File: src/rtl/counter_pkg.sv
// Shared types and defaults for the bounded up/down counter family.
package counter_pkg;

  localparam int unsigned DEF_WIDTH  = 8;
  localparam int unsigned DEF_STEP_W = 4;

  typedef enum logic [1:0] {
    CNT_WRAP    = 2'b00,
    CNT_SAT     = 2'b01,
    CNT_ONESHOT = 2'b10,
    CNT_RSVD    = 2'b11
  } cnt_mode_e;

  typedef enum logic {
    ST_RUN  = 1'b0,
    ST_HALT = 1'b1
  } run_state_e;

endpackage

File: src/rtl/counter_next_calc.sv
// Combinational next-count, boundary-event and load-clamp computation.
module counter_next_calc
  import counter_pkg::*;
#(
  parameter int unsigned WIDTH  = DEF_WIDTH,
  parameter int unsigned STEP_W = DEF_STEP_W
) (
  input  logic [WIDTH-1:0]  count,
  input  logic [STEP_W-1:0] step,
  input  logic [WIDTH-1:0]  min_val,
  input  logic [WIDTH-1:0]  max_val,
  input  cnt_mode_e         mode,
  input  logic [WIDTH-1:0]  load_value,
  input  logic              inc,
  input  logic              dec,
  output logic [WIDTH-1:0]  next_c,
  output logic              ovf_c,
  output logic              unf_c,
  output logic              halt_c,
  output logic [WIDTH-1:0]  load_clamped_c
);

  localparam int unsigned EW = WIDTH + 1;

  // One extra bit so sums past max_val are visible instead of wrapping.
  logic [EW-1:0] cnt_x, step_x, min_x, max_x, sum_x, lo_x;
  logic [WIDTH-1:0] load_hi;

  assign cnt_x = EW'(count);
  assign step_x = EW'(step);
  assign min_x = EW'(min_val);
  assign max_x = EW'(max_val);
  assign sum_x = cnt_x + step_x;
  assign lo_x  = min_x + step_x;

  assign ovf_c = inc & (sum_x > max_x);
  assign unf_c = dec & (cnt_x < lo_x);

  always_comb begin
    next_c = count;
    halt_c = 1'b0;
    if (ovf_c) begin
      case (mode)
        CNT_SAT:     next_c = max_val;
        CNT_ONESHOT: begin
          next_c = max_val;
          halt_c = 1'b1;
        end
        default:     next_c = min_val;
      endcase
    end else if (unf_c) begin
      case (mode)
        CNT_SAT:     next_c = min_val;
        CNT_ONESHOT: begin
          next_c = min_val;
          halt_c = 1'b1;
        end
        default:     next_c = max_val;
      endcase
    end else if (inc) begin
      next_c = WIDTH'(sum_x);
    end else if (dec) begin
      next_c = WIDTH'(cnt_x - step_x);
    end
  end

  // Upper clamp first so an inverted range still resolves deterministically.
  assign load_hi        = (load_value > max_val) ? max_val : load_value;
  assign load_clamped_c = (load_hi < min_val) ? min_val : load_hi;

endmodule

File: src/rtl/updown_bounded_counter.sv
// Bounded up/down counter with wrap/saturate/one-shot modes and sticky flags.
module updown_bounded_counter
  import counter_pkg::*;
#(
  parameter int unsigned WIDTH  = DEF_WIDTH,
  parameter int unsigned STEP_W = DEF_STEP_W
) (
  input  logic              clk,
  input  logic              rst_n,
  input  logic              en,
  input  logic              up,
  input  logic              down,
  input  logic              load,
  input  logic [WIDTH-1:0]  load_value,
  input  logic [STEP_W-1:0] step,
  input  logic [WIDTH-1:0]  min_val,
  input  logic [WIDTH-1:0]  max_val,
  input  logic [1:0]        mode,
  input  logic              clr_flags,
  output logic [WIDTH-1:0]  count,
  output logic              at_max,
  output logic              at_min,
  output logic              tc_pulse,
  output logic              ovf_sticky,
  output logic              unf_sticky,
  output logic              halted,
  output logic              cfg_err
);

  run_state_e       state, state_d;
  logic [WIDTH-1:0] count_d, calc_next, load_clamped;
  logic             tc_d, ovf_d, unf_d;
  logic             can_count, inc, dec, ovf_ev, unf_ev, halt_ev;

  assign cfg_err = (min_val > max_val);
  assign at_max  = (count == max_val);
  assign at_min  = (count == min_val);
  assign halted  = (state == ST_HALT);

  assign can_count = (state == ST_RUN) & ~cfg_err & (step != '0);
  assign inc       = en & up & ~down & can_count;
  assign dec       = en & down & ~up & can_count;

  counter_next_calc #(
    .WIDTH  (WIDTH),
    .STEP_W (STEP_W)
  ) u_calc (
    .count          (count),
    .step           (step),
    .min_val        (min_val),
    .max_val        (max_val),
    .mode           (cnt_mode_e'(mode)),
    .load_value     (load_value),
    .inc            (inc),
    .dec            (dec),
    .next_c         (calc_next),
    .ovf_c          (ovf_ev),
    .unf_c          (unf_ev),
    .halt_c         (halt_ev),
    .load_clamped_c (load_clamped)
  );

  // Next-state: load beats counting; a flag set beats a same-cycle clear.
  always_comb begin
    count_d = count;
    tc_d    = 1'b0;
    ovf_d   = ovf_sticky & ~clr_flags;
    unf_d   = unf_sticky & ~clr_flags;
    state_d = state;
    if (load) begin
      count_d = load_clamped;
      state_d = ST_RUN;
    end else if (inc | dec) begin
      count_d = calc_next;
      tc_d    = ovf_ev | unf_ev;
      ovf_d   = ovf_d | ovf_ev;
      unf_d   = unf_d | unf_ev;
      if (halt_ev) state_d = ST_HALT;
    end
  end

  always_ff @(posedge clk) begin
    if (!rst_n) begin
      count      <= min_val;
      tc_pulse   <= 1'b0;
      ovf_sticky <= 1'b0;
      unf_sticky <= 1'b0;
      state      <= ST_RUN;
    end else begin
      count      <= count_d;
      tc_pulse   <= tc_d;
      ovf_sticky <= ovf_d;
      unf_sticky <= unf_d;
      state      <= state_d;
    end
  end

endmodule

File: config.mk
export PLATFORM = sky130hd
export DESIGN_NAME = updown_bounded_counter
export DESIGN_NICKNAME = d
export VERILOG_FILES = /design/src/rtl/counter_pkg.sv /design/src/rtl/counter_next_calc.sv /design/src/rtl/updown_bounded_counter.sv
export SDC_FILE = /design/constraint.sdc
export NUM_CORES = 1
export LEC_CHECK = 0
export ABC_AREA = 1
export BUFFER_PORTS_ARGS = -buffer_cell sky130_fd_sc_hd__buf_4
export CAP_MARGIN = 20
export CORE_MARGIN = 10
export CORE_UTILIZATION = 30
export DETAILED_ROUTE_END_ITERATION = 8
export HOLD_SLACK_MARGIN = 0.03
export MAX_ROUTING_LAYER = met4
export SYNTH_ARGS = -nofsm -noshare
export SYNTH_HDL_FRONTEND = slang
export SYNTH_SLANG_ARGS = --single-unit
File: constraint.sdc
create_clock -name clk -period 8.93 [get_ports clk]
set_input_delay 0.893 -clock clk [delete_from_list [all_inputs] [get_ports clk]]
set_output_delay 0.893 -clock clk [all_outputs]
set_load 0.01 [all_outputs]
* Word-level counts from Yosys, hierarchy flattened
Index checks and enable logic that the tools add are counted. W data, S select, Z words.
Cells by class: add/subtract/negate cells 3, muxes and demuxes 18, equality and inequality tests 6, bitwise logic cells 23, magnitude comparators 5, reduce and logical (&&, ||, !) cells 6
Operator list (number):
- $mux W8 | 11
- $add A8 B4 Y9 | 2
- $eq A8 B8 Y1 | 2
- $gt A8 B8 Y1 | 2
- $and A1 B1 Y1 | 12
- $gt A9 B8 Y1 | 1
- $lt A8 B9 Y1 | 1
- $lt A8 B8 Y1 | 1
- $sub A8 B4 Y8 | 1
- $mux W1 | 7
- $not A1 Y1 | 7
- $ne A6 B1 Y1 const B | 1
- $or A1 B1 Y1 | 4
- $reduce_and A2 Y1 | 2
- $reduce_bool A4 Y1 | 1
- $reduce_or A2 Y1 | 2
- $ne A3 B1 Y1 const B | 1
- $reduce_or A3 Y1 | 1
- $eq A2 B1 Y1 const B | 1
- $eq A2 B2 Y1 const B | 1
Word-level totals: bits of input ports 37, word-level logic and storage cells 66, output and inout bits 15, register bits 12

* Logic depth before layout (Yosys ltp)
Gate-level depths: netlist of the first run.
depth in word-level cells 12, gate-level depth with buffers 25, depth with buffers taken out 24

* Modules after synthesis
From an unflattened synthesis of the first run, not the netlist that was laid out.
Unflattened totals: cells, all modules 508, area, all modules 3141.8 um^2
By module, submodules not included:
- counter_next_calc | seq. area each 0.0 um^2, cells an instance 364, instances 1, area an instance 2094.5 um^2
- updown_bounded_counter | seq. area each 320.3 um^2, cells an instance 144, instances 1, area an instance 1047.3 um^2

* Least setup slack after synthesis of the first run
No wires, ideal clock.
path kind input-to-reg, start in max_val[7], end reg count[1], data pin, arrival time 3.383 ns, setup slack 5.416 ns, data required time 8.799 ns, stages 17, library setup time 0.131 ns, path buffers 1, cells stage by stage inv_1 > ha_1 > a21o_1 > nor2_1 > nand2_1 > nand2_2 > clkbuf_1 > nand2_1 > o21ai_0 > ha_1 > a21oi_1 > nor2_1 > a211oi_1 > nand2_2 > o21ai_1 > nand2_1 > nand2_1
On the way: longest elaborated chain between the ends 11, elaborated cells on any way between the ends 19, those cells by class order compare: 4; mux: 8; bitwise: 7
RTL lines:
- start, declared | line updown_bounded_counter.sv:17 | input logic [WIDTH-1:0] max_val,
- $gt A8 B8 Y1 | line updown_bounded_counter.sv:35 | assign cfg_err = (min_val > max_val);
- $not A1 Y1 | line updown_bounded_counter.sv:40 | assign can_count = (state == ST_RUN) & ~cfg_err & (step != '0);
- $and A1 B1 Y1 (2 in series) | line updown_bounded_counter.sv:40
- $and A1 B1 Y1 (on tied branches) | line updown_bounded_counter.sv:41, updown_bounded_counter.sv:42
- $mux W8 or $and A1 B1 Y1 (tied branches) | line counter_next_calc.sv:60, counter_next_calc.sv:37
- $mux W8 | line counter_next_calc.sv:51 | end else if (unf_c) begin
- $mux W8 | line counter_next_calc.sv:42 | if (ovf_c) begin
- $mux W8 | line updown_bounded_counter.sv:73 | end else if (inc | dec) begin
- $mux W8 (*) | line updown_bounded_counter.sv:70 | if (load) begin
- $mux W8 (*) | line updown_bounded_counter.sv:83 | if (!rst_n) begin
- end signal, assigned | line updown_bounded_counter.sv:84 | count <= min_val;
- end signal, assigned | line updown_bounded_counter.sv:90 | count <= count_d;
- end, declared | line updown_bounded_counter.sv:20 | output logic [WIDTH-1:0] count,
Mark *: on every way between the ends. The rest lies on a longest branch, timed or not. The select of a mux whose other input is x is not followed. A chain may end at the register's enable or synchronous reset.

* Worst setup path after layout of the first run
start in min_val[0], end reg count[3], data pin
On the way: longest elaborated chain between the ends 11, elaborated cells on any way between the ends 18, those cells by class add/sub: 1; order compare: 3; mux: 7; bitwise: 7
RTL lines:
- start, declared | line updown_bounded_counter.sv:16 | input logic [WIDTH-1:0] min_val,
- parallel branches: the longest is 9 deep, another holds $add A8 B4 Y9
- $mux W8 (*) | line updown_bounded_counter.sv:70
- $mux W8 (*) | line updown_bounded_counter.sv:83
Every way passes the cells marked *. The select of a mux whose other input is x is not followed.

==> run summary, run 1 <==
Least-Margin Pin Slew - 0.836 ns
Synth warn - 0
Die area - 0.0143 mm2
Setup TNS - 0 ns
Ys flop type - edfxtp_1
Routed length per placed instance - 15.5 um
Rows - 36
Clock Latency Late Sink - 0.23 ns
Ant. Diodes - 0
# port buffers - 51
Clock Path Buffers - 2
Crit path required time - 8.91 ns
Worst endpoint data arrival time - 3.90 ns
Share of cells above drive strength 1 - 14.9%
Final global-route overflow total - 0
R2R Setup Slk - 5.25 ns
Worst Hold Class - reg -> reg
Sequential fraction of the synthesis area - 10.8%
Mapped Cells - 470
Reg-to-Reg Start - count[2]
Worst Reg-to-Reg Cells - 20
Seq cells post-synth - 12
H-tree depth - 1
Total number of vias - 3195
Vias per cell - 4.92
RSZ-0062 raised after global routing - no
Hold Vio Cnt, Final - 0
Multi-input logic area - 0.00237 mm2
Worst hold path stage count - 2
Final Cycle Share - 43.8%
Clock Sinks - 12
CP startpoint kind - input port
Worst hold start - unf_sticky
TritonCTS clock tree - built
Clk slew on worst S/H paths - 0.05 ns
Hold buffers post-CTS - 0
Minimum clock period after layout - 3.91 ns
Worst Path Class, Setup - in -> reg
Max VDD drop - 0.0368 mV
Final setup vio count - 0
I/O pin total - 52
Root Driver - clkbuf_8
Pwr/cell area - 125 mW/mm2
Setup Skew - 0.00571 ns
CP max-delay cell - fa_1
Number of flops mapped to enable cells by yosys - 8
Die W - 119 um
Crit Path Max Fanout - 10
Slew Viols, Final - 0
Post-DP HPWL - 8470 um
First-pass GRT wire length - 16000 um
Initial antenna violation count - 0
Initial Utilization - 30.6%
Layout fillers - 1067
GRT Overall Usage - 13.9%
Register area - 320 um2
DRC viols - 0
Nets@finish - 608
Number of max-cap violations - 0
Placer congestion estimate - 0.953
Routed Antenna Nets - 0
Relative slew slack - 44.3%
Fin cells - 649
Core box area - 0.00968 mm2
Vias in the first global route - 3139
Fmax - 256 MHz
Worst stage delay on the critical path - 0.41 ns
Die height - 119 um
Worst setup EP type - flip-flop
R2r endpoint - count[5]
Cell Chain, Critical Path - buf_4 > ha_1 > inv_1 > fa_1 > o21ai_2 > nand2_1 > nor2_1 > xor2_1 > ha_1 > a21oi_1 > nand3b_1 > nand3_1 > nor2_1 > nand2_2 > inv_2 > nand2_1 > nand3_2 > o21ai_1 > nand2_1 > nand2_1 > nand2_1 > nand2_1
CTS buffer count - 3
Most frequent CP cell - nand2_1
Total Wirelength - 10100 um
Area grow syn2layout - 18.3%
Number of gates resized after cts - 0
Leakage - 0.00185 uW
Pin count of the biggest net entering global routing - 33
1st-iter DRT viols - 345
Post-synth cell types - 36
Cell Area, Synth - 0.00297 mm2
Post-Syn Area per Cell - 6.31 um2
DR pass1 iterations - 5
Cell total after placement - 645
Post CTS Setup Buffer Count - 0
Post-Synthesis Net Count - 561
WHS Endpoint - unf_sticky
Ys async rst share - 0%
Outcome - complete, no violations
placed cells by master, fill, tap and decap left out, types with 4 or more instances in the layout:
| cell | n |
|---|---|
| nand2_1 | 136 |
| ha_1 | 51 |
| xor2_1 | 18 |
| a21oi_1 | 28 |
| inv_1 | 54 |
| o21ai_0 | 33 |
| inv_2 | 6 |
| nor2_1 | 28 |
| nand3_1 | 27 |
| edfxtp_1 | 8 |
| o211ai_1 | 5 |
| buf_4 | 51 |
| nand2_2 | 9 |
| o21ai_1 | 7 |
| xnor2_1 | 10 |
| nor3_1 | 5 |
| nand4_1 | 12 |
| dfxtp_1 | 4 |
metal layers:
metal / up-vias / track usage (%) / wire (um)
li1: 1646 / - / -
met1: 1430 / 18.3 / 4710
met2: 102 / 23.2 / 4620
met3: 17 / 1.28 / 576
met4: 0 / 1.73 / 164
met5: - / - / 0
where the power goes:
part	internal [uW]	switching (uW)
combinational	120	181
clock	31.2	17.2
sequential	68.7	19.1
total	220	217
worst max path at each step:
stage                    start        to  slack [ns]  depth (start not counted)
global route        min_val[0]  count[7]        4.68                         22
CTS                 min_val[0]  count[3]        5.00                         22
finish              min_val[0]  count[3]        5.02                         22
detailed placement  min_val[0]  count[3]        4.76                         22
global placement    min_val[0]  count[3]        4.75                         22
floorplan           max_val[7]  count[1]        5.42                         17
cell usage after synthesis (7+ instances only):
library cell | number | share of area [%]
a21oi_1 | 28 | 4.7
edfxtp_1 | 8 | 8.1
ha_1 | 51 | 22
inv_1 | 54 | 6.8
nand2_1 | 136 | 17
nand2_2 | 9 | 1.9
nand3_1 | 27 | 4.6
nand4_1 | 12 | 2.5
nor2_1 | 28 | 3.5
o21ai_0 | 33 | 5.6
o21ai_1 | 7 | 1.2
xnor2_1 | 10 | 3.0
xor2_1 | 18 | 5.3
cells by family after synthesis:
family | synth area share (%)
and+or+nand+nor | 32.8
AOI/OAI and AO/OA | 15.2
buffers and inverters | 9.40
adders and majority gates | 23.5
xor gates and xnor gates | 8.27
DFF | 10.8
area by class of cell:
class	count	area share [%]
sequential	12	9.12
multi-input combinational	388	67.4
tap	133	4.74
clock buffer	4	1.28
inverter	61	6.52
timing repair buffer	51	10.9
critical path: cells and delay by family:
kind	cells	cell delay (ns)
buf+inv	3	0.40
compound gates	3	0.43
xor+xnor	1	0.16
fa+ha+maj	3	0.85
simple gates	12	1.16
sequential cells by signal (all words and copies together), names as in the netlist:
| signal | flops |
|---|---|
| count | 8 |
| halted | 1 |
| ovf_sticky | 1 |
| tc_pulse | 1 |
| unf_sticky | 1 |
metrics by stage:
step | total power (uW) | hold slack [ns] | utilization (%) | instance area (um2) | setup slack (ns)
final | 437 | 0.514 | 36.3 | 3510 | 5.02
after global routing | 485 | 0.553 | 36.3 | 3510 | 4.68
after CTS | 438 | 0.519 | 36.3 | 3510 | 5.00
after detailed placement | 387 | 0.511 | 35.8 | 3470 | 4.76
after global placement | 384 | 0.488 | 35.8 | 3470 | 4.75
after floorplan | 293 | 0.506 | - | 2970 | 5.42
(Power assumes the default switching activity.)
==> run 2: changes to the inputs <==
==> constraint.sdc (replaced) <==
create_clock -name clk -period 3.58 [get_ports clk]
set_input_delay 0.358 -clock clk [delete_from_list [all_inputs] [get_ports clk]]
set_output_delay 0.358 -clock clk [all_outputs]
set_load 0.01 [all_outputs]
==> run summary, run 2 (same netlist as run 1, synthesis figures left out) <==
Die height - 119 um (unchanged)
Routed length per placed instance - 15.9 um (+2.5%)
Top Metal Used - met4
Post-DP HPWL - 9020 um (+6.5%)
CTS buffer count - 3 (unchanged)
Clock Sinks - 12 (unchanged)
Die area - 0.0143 mm2 (unchanged)
Number of max-cap violations - 0 (unchanged)
Outcome - complete, no violations
Placed Area - 0.00360 mm2 (+3.9%)
Post-route cell area - 0.00369 mm2 (+5.1%)
Initial antenna violation count - 0 (unchanged)
Crit Path Max Fanout - 10 (unchanged)
Rows - 36 (unchanged)
Total Wirelength - 10600 um (+5.6%)
Worst hold path stage count - 4 (+2)
Root Driver - clkbuf_8
Setup Skew - 0.00301 ns (-0.00271 ns)
Ant. Diodes - 0 (unchanged)
Worst setup EP type - flip-flop
Clock Path Buffers - 2 (unchanged)
TritonCTS clock tree - built
Cell total after placement - 663 (+2.8%)
Core box area - 0.00968 mm2 (unchanged)
R2R Setup Slk - 0.27 ns (-4.98 ns)
Setup TNS - 0 ns (unchanged)
Most frequent cells in the layout - 136 x nand2_1, 71 x buf_4, 54 x inv_1, 51 x ha_1, 33 x o21ai_0
Final global-route overflow total - 0 (unchanged)
Placer congestion estimate - 0.999 (+4.9%)
WHS - 0.421 ns (-0.0923 ns)
Share of cells above drive strength 1 - 18.5% (+3.5 points)
H-tree depth - 1 (unchanged)
Fmax - 302 MHz
Die W - 119 um (unchanged)
Relative slew slack - 45.6% (+1.3 points)
Worst Reg-to-Reg Cells - 21 (+5.0%)
Clk slew on worst S/H paths - 0.05 ns (about the same)
Final Cycle Share - 92.6%
Worst Path Class, Setup - reg -> reg
Crit path required time - 3.58 ns (-5.33 ns)
DRC viols - 0 (unchanged)
Clock Latency Late Sink - 0.24 ns (about the same)
Routed Antenna Nets - 0 (unchanged)
M1 WL - 5150 um (+9.3%)
CP startpoint kind - flip-flop
1st-iter DRT viols - 306 (-11%)
Top reg by flops - count
Pwr/cell area - 317 mW/mm2 (+150%)
Pin count of the biggest net entering global routing - 33 (unchanged)
# port buffers - 51 (unchanged)
Hold Vio Cnt, Final - 0 (unchanged)
DR pass1 iterations - 5 (unchanged)
Initial Utilization - 30.6% (unchanged)
Slew Viols, Final - 0 (unchanged)
Least-Margin Pin Slew - 0.816 ns (-0.0196 ns)
Max FFs per register - 8 (unchanged)
Commonest non-fill, non-tap cell in the layout - nand2_1
Area grow syn2layout - 24.4%
Final setup vio count - 0 (unchanged)
GRT Overall Usage - 14.8% (+0.94 points)
Routed wl met3 - 414 um (-28%)
Met2 wire length - 4880 um (+5.8%)
Leakage - 0.00195 uW (+5.9%)
Vias per cell - 4.96 (+0.71%)
Vias in the first global route - 3205 (+2.1%)
Minimum clock period after layout - 3.31 ns
Max VDD drop - 0.0952 mV (+160%)
Layout fillers - 1030 (-3.5%)
Worst Hold Class - in -> reg
Total number of vias - 3317 (+3.8%)
Worst endpoint data arrival time - 3.31 ns (-0.59 ns)
First-pass GRT wire length - 17000 um (+6.7%)
Fin cells - 669 (+3.1%)
Nets@finish - 628 (+3.3%)
I/O pin total - 52 (unchanged)
[run 2: changes by cell type in the layout (fill, tap and decap cells not counted), sizes merged]
cell  change
buf      +20
[run 2: layout make-up]
cell class	count	area (um2)	share of cell area, %
Clock buffer	4	55.1	1.49
Inverter	61	231	6.27
Multi-Input combinational cell	388	2380	64.6
Sequential cell	12	320	8.68
Tap cell	133	166	4.51
Timing Repair Buffer	71	533	14.4
[run 2: worst max-delay path: stages (launching register included)]
cell,delay (ns)
edfxtp_1,0.42
ha_1,0.24
fa_1,0.40
nand3_1,0.13
nand2_2,0.08
nand2_1,0.08
nor2_1,0.05
xor2_1,0.14
inv_1,0.07
ha_1,0.31
a21oi_1,0.13
o211ai_1,0.10
a21oi_1,0.17
o21ai_2,0.10
nand3_4,0.15
nand3_1,0.10
nor2_1,0.12
nor2_1,0.07
nand2_1,0.07
nand2_1,0.05
nand2_1,0.06
inv_1,0.04
[run 2: layer usage]
metal  up-vias  global-route usage, %
li1       1695                      -
met1      1496                   20.2
met2       111                   24.1
met3        15                  0.331
met4         0                   3.02
met5         -                      -
[run 2: metrics by stage]
step / setup WS, ns / utilization [%] / total power, uW
final: 0.266 / 38.1 / 1170
after global routing: -0.0237 / 38.1 / 1280
after floorplan: 0.529 / - / 731
after CTS: 0.242 / 37.8 / 1150
after detailed placement: 0.0350 / 37.2 / 1000
after global placement: 0.0355 / 37.2 / 988
[run 2: final timing paths]
path | start | endpoint
setup / recovery | count[0] | count[4]
hold / removal | clr_flags | unf_sticky
setup reg to reg | count[0] | count[4]
hold reg to reg | halted | halted
[run 2: where the power goes]
group	total (uW)	internal, uW	switching [uW]
Sequential	198	171	27.5
Combinational	825	334	490
Clock	146	97.1	49.1
[run 2: what timing repair did]
| item | CTS | global route |
|---|---|---|
| setup endpoints to repair | 0 | 4 |
| hold buffers | 0 | 0 |
| resized for setup | 0 | 4 |
| buffers inserted | 0 | 2 |
==> run 3: changes to the inputs <==
--- a/config.mk
+++ b/config.mk
@@ -8,6 +8,7 @@
 export ABC_AREA = 1
 export BUFFER_PORTS_ARGS = -buffer_cell sky130_fd_sc_hd__buf_4
 export CAP_MARGIN = 20
+export CORE_ASPECT_RATIO = 2
 export CORE_MARGIN = 10
 export CORE_UTILIZATION = 30
 export DETAILED_ROUTE_END_ITERATION = 8
==> run summary, run 3 (same netlist as run 1, synthesis figures left out) <==
TritonCTS clock tree - built
Pin count of the biggest net entering global routing - 33 (unchanged)
Register share of total power - 14.5% (-2.5 points)
Placer congestion estimate - 1.14 (+14%)
Most frequent cells in the layout - 136 x nand2_1, 84 x buf_4, 54 x inv_1, 50 x ha_1, 33 x o21ai_0
Worst Reg-to-Reg Cells - 19 (-9.5%)
Slew Viols, Final - 0 (unchanged)
Vias in the first global route - 3448 (+7.6%)
Relative slew slack - 45.1% (-0.47 points)
Crit Path Max Fanout - 9 (-1)
Logic pwr share - 68.6% (-1.9 points)
Worst endpoint data arrival time - 3.35 ns (+0.04 ns)
Hold buffers post-CTS - 0 (unchanged)
Area grow syn2layout - 28.9%
Final Cycle Share - 94.1% (+1.5 points)
Nets@finish - 641 (+2.1%)
Hold Vio Cnt, Final - 0 (unchanged)
Routed length per placed instance - 18.3 um (+15%)
Final Util - 39.4% (+1.3 points)
Vias per cell - 5.06 (+2.0%)
CTS buffer count - 3 (unchanged)
Die height - 161 um (+34%)
Worst setup EP type - flip-flop
Worst hold path stage count - 4 (unchanged)
R2r endpoint - count[6]
Clk pwr share - 16.9% (+4.4 points)
Pwr/cell area - 345 mW/mm2 (+9.0%)
Reg-to-Reg Start - count[0]
Clock Sinks - 12 (unchanged)
Share of cells above drive strength 1 - 21.1% (+2.7 points)
RSZ-0062 raised after global routing - no
Crit path required time - 3.56 ns (-0.02 ns)
Setup ws final - 0.213 ns (-0.0531 ns)
Net Switching - 617 uW (+8.9%)
Commonest non-fill, non-tap cell in the layout - nand2_1
WHS Endpoint - ovf_sticky
GRT Overall Usage - 17.1% (+2.3 points)
Worst Hold Class - in -> reg
Leakage - 0.00202 uW (+3.6%)
Minimum clock period after layout - 3.37 ns (+0.0531 ns)
R2R Setup Slk - 0.21 ns (-0.05 ns)
Total number of vias - 3444 (+3.8%)
H-tree depth - 1 (unchanged)
Internal Dissipation - 703 uW (+17%)
CP startpoint kind - flip-flop
Die area - 0.0145 mm2 (+1.7%)
Ant. Diodes - 0 (unchanged)
Root Driver - clkbuf_16
Initial antenna violation count - 0 (unchanged)
Top reg by flops - count
Final setup vio count - 0 (unchanged)
I/O pin total - 52 (unchanged)
Most frequent CP cell - nand2_1
Clk slew on worst S/H paths - 0.04 ns (about the same)
Total Wirelength - 12500 um (+17%)
Max VDD drop - 0.159 mV (+67%)
Rows - 51 (+42%)
Worst Path Class, Setup - reg -> reg
Clock Latency Late Sink - 0.24 ns (about the same)
Fmax - 297 MHz (-1.6%)
DRC viols - 0 (unchanged)
CP max-delay cell - edfxtp_1
Buffers & Inverters on Critical Path - 3 (+1)
Clock Path Buffers - 2 (unchanged)
Worst stage delay on the critical path - 0.42 ns (about the same)
Routed Antenna Nets - 0 (unchanged)
Delay-heaviest family, CP - adder cells
Cell Chain, Critical Path - ha_2 > fa_2 > nand3_1 > nand2_2 > nand2_1 > nor2_1 > xor2_1 > inv_1 > ha_1 > nand2_1 > nor2_2 > nand2_1 > o21ai_2 > nand3_4 > buf_4 > nand2_2 > inv_1 > a21oi_1 > a21oi_1
Core box area - 0.00970 mm2 (+0.15%)
Least-Margin Pin Slew - 0.823 ns (+0.00706 ns)
DR pass1 iterations - 6 (+1)
Initial Utilization - 30.6% (-0.047 points)
Max FFs per register - 8 (unchanged)
DP Worst Slack - -0.117 ns (-0.152 ns)
Die W - 90.3 um (-24%)
Worst hold start - clr_flags
Post-DP HPWL - 10800 um (+20%)
1st-iter DRT viols - 182 (-41%)
Setup Skew - 0.00349 ns (+0.000486 ns)
Number of max-cap violations - 0 (unchanged)
First-pass GRT wire length - 19000 um (+11%)
# port buffers - 51 (unchanged)
Final global-route overflow total - 0 (unchanged)
Layout fillers - 1121 (+8.8%)
Sw frac - 46.7% (-1.7 points)
Outcome - complete, no violations
[run 3: cell type report]
cell class / count / area, um2 / area share [%]
clock buffers: 4 / 88.8 / 2.32
inverters: 61 / 229 / 5.99
multi-input cells: 388 / 2390 / 62.5
flip-flops and latches: 12 / 320 / 8.38
well taps: 132 / 165 / 4.32
repair buffers: 84 / 631 / 16.5
[run 3: through the flow]
| step | std cells | cell area, um2 | hold WS [ns] | TNS (ns) | power (uW) |
|---|---|---|---|---|---|
| 2_1_floorplan | 470 | 2970 | 0.506 | 0 | 731 |
| 3_3_place_gp | 673 | 3680 | 0.476 | -0.321 | 1060 |
| 3_5_place_dp | 673 | 3680 | 0.492 | -0.190 | 1070 |
| 4_1_cts | 678 | 3790 | 0.414 | 0 | 1300 |
| 5_1_grt | 681 | 3820 | 0.443 | 0 | 1420 |
| 6_report | 681 | 3820 | 0.412 | 0 | 1320 |
[run 3: tightest hold or removal path, stage by stage]
cell     delay, ns
buf_4         0.07
inv_1         0.04
nand3_1       0.05
o21ai_0       0.07
[run 3: repair_timing]
action,in CTS,in global routing
setup buffers,1,3
endpoints found under the setup margin,1,9
resized for setup,1,5
pin swaps,1,2
[run 3: power by group through the flow]
stage,Clock (uW),Combinational [uW],Sequential [uW]
floorplan,0,527,204
global placement,0,862,195
detailed placement,0,874,195
CTS,224,883,193
global route,231,998,192
finish,223,906,192
[run 3: how the worst max path moves through the flow]
stage / depth (start not counted) / slack [ns] / to / startpoint
after floorplan: 21 / 0.53 / count[7] / count[0]
after global placement: 21 / -0.14 / count[5] / step[0]
after detailed placement: 21 / -0.12 / count[5] / step[0]
after CTS: 20 / 0.05 / count[5] / count[0]
after global routing: 21 / 0.0003 / count[7] / count[0]
final: 19 / 0.21 / count[6] / count[0]
[run 3: layer usage]
metal | global-route usage [%] | up-vias | share of wire [%]
li1 | - | 1718 | -
met1 | 15.7 | 1533 | 34
met2 | 33.3 | 146 | 55
met3 | 1.49 | 47 | 3.9
met4 | 9.75 | 0 | 6.6
met5 | - | - | 0
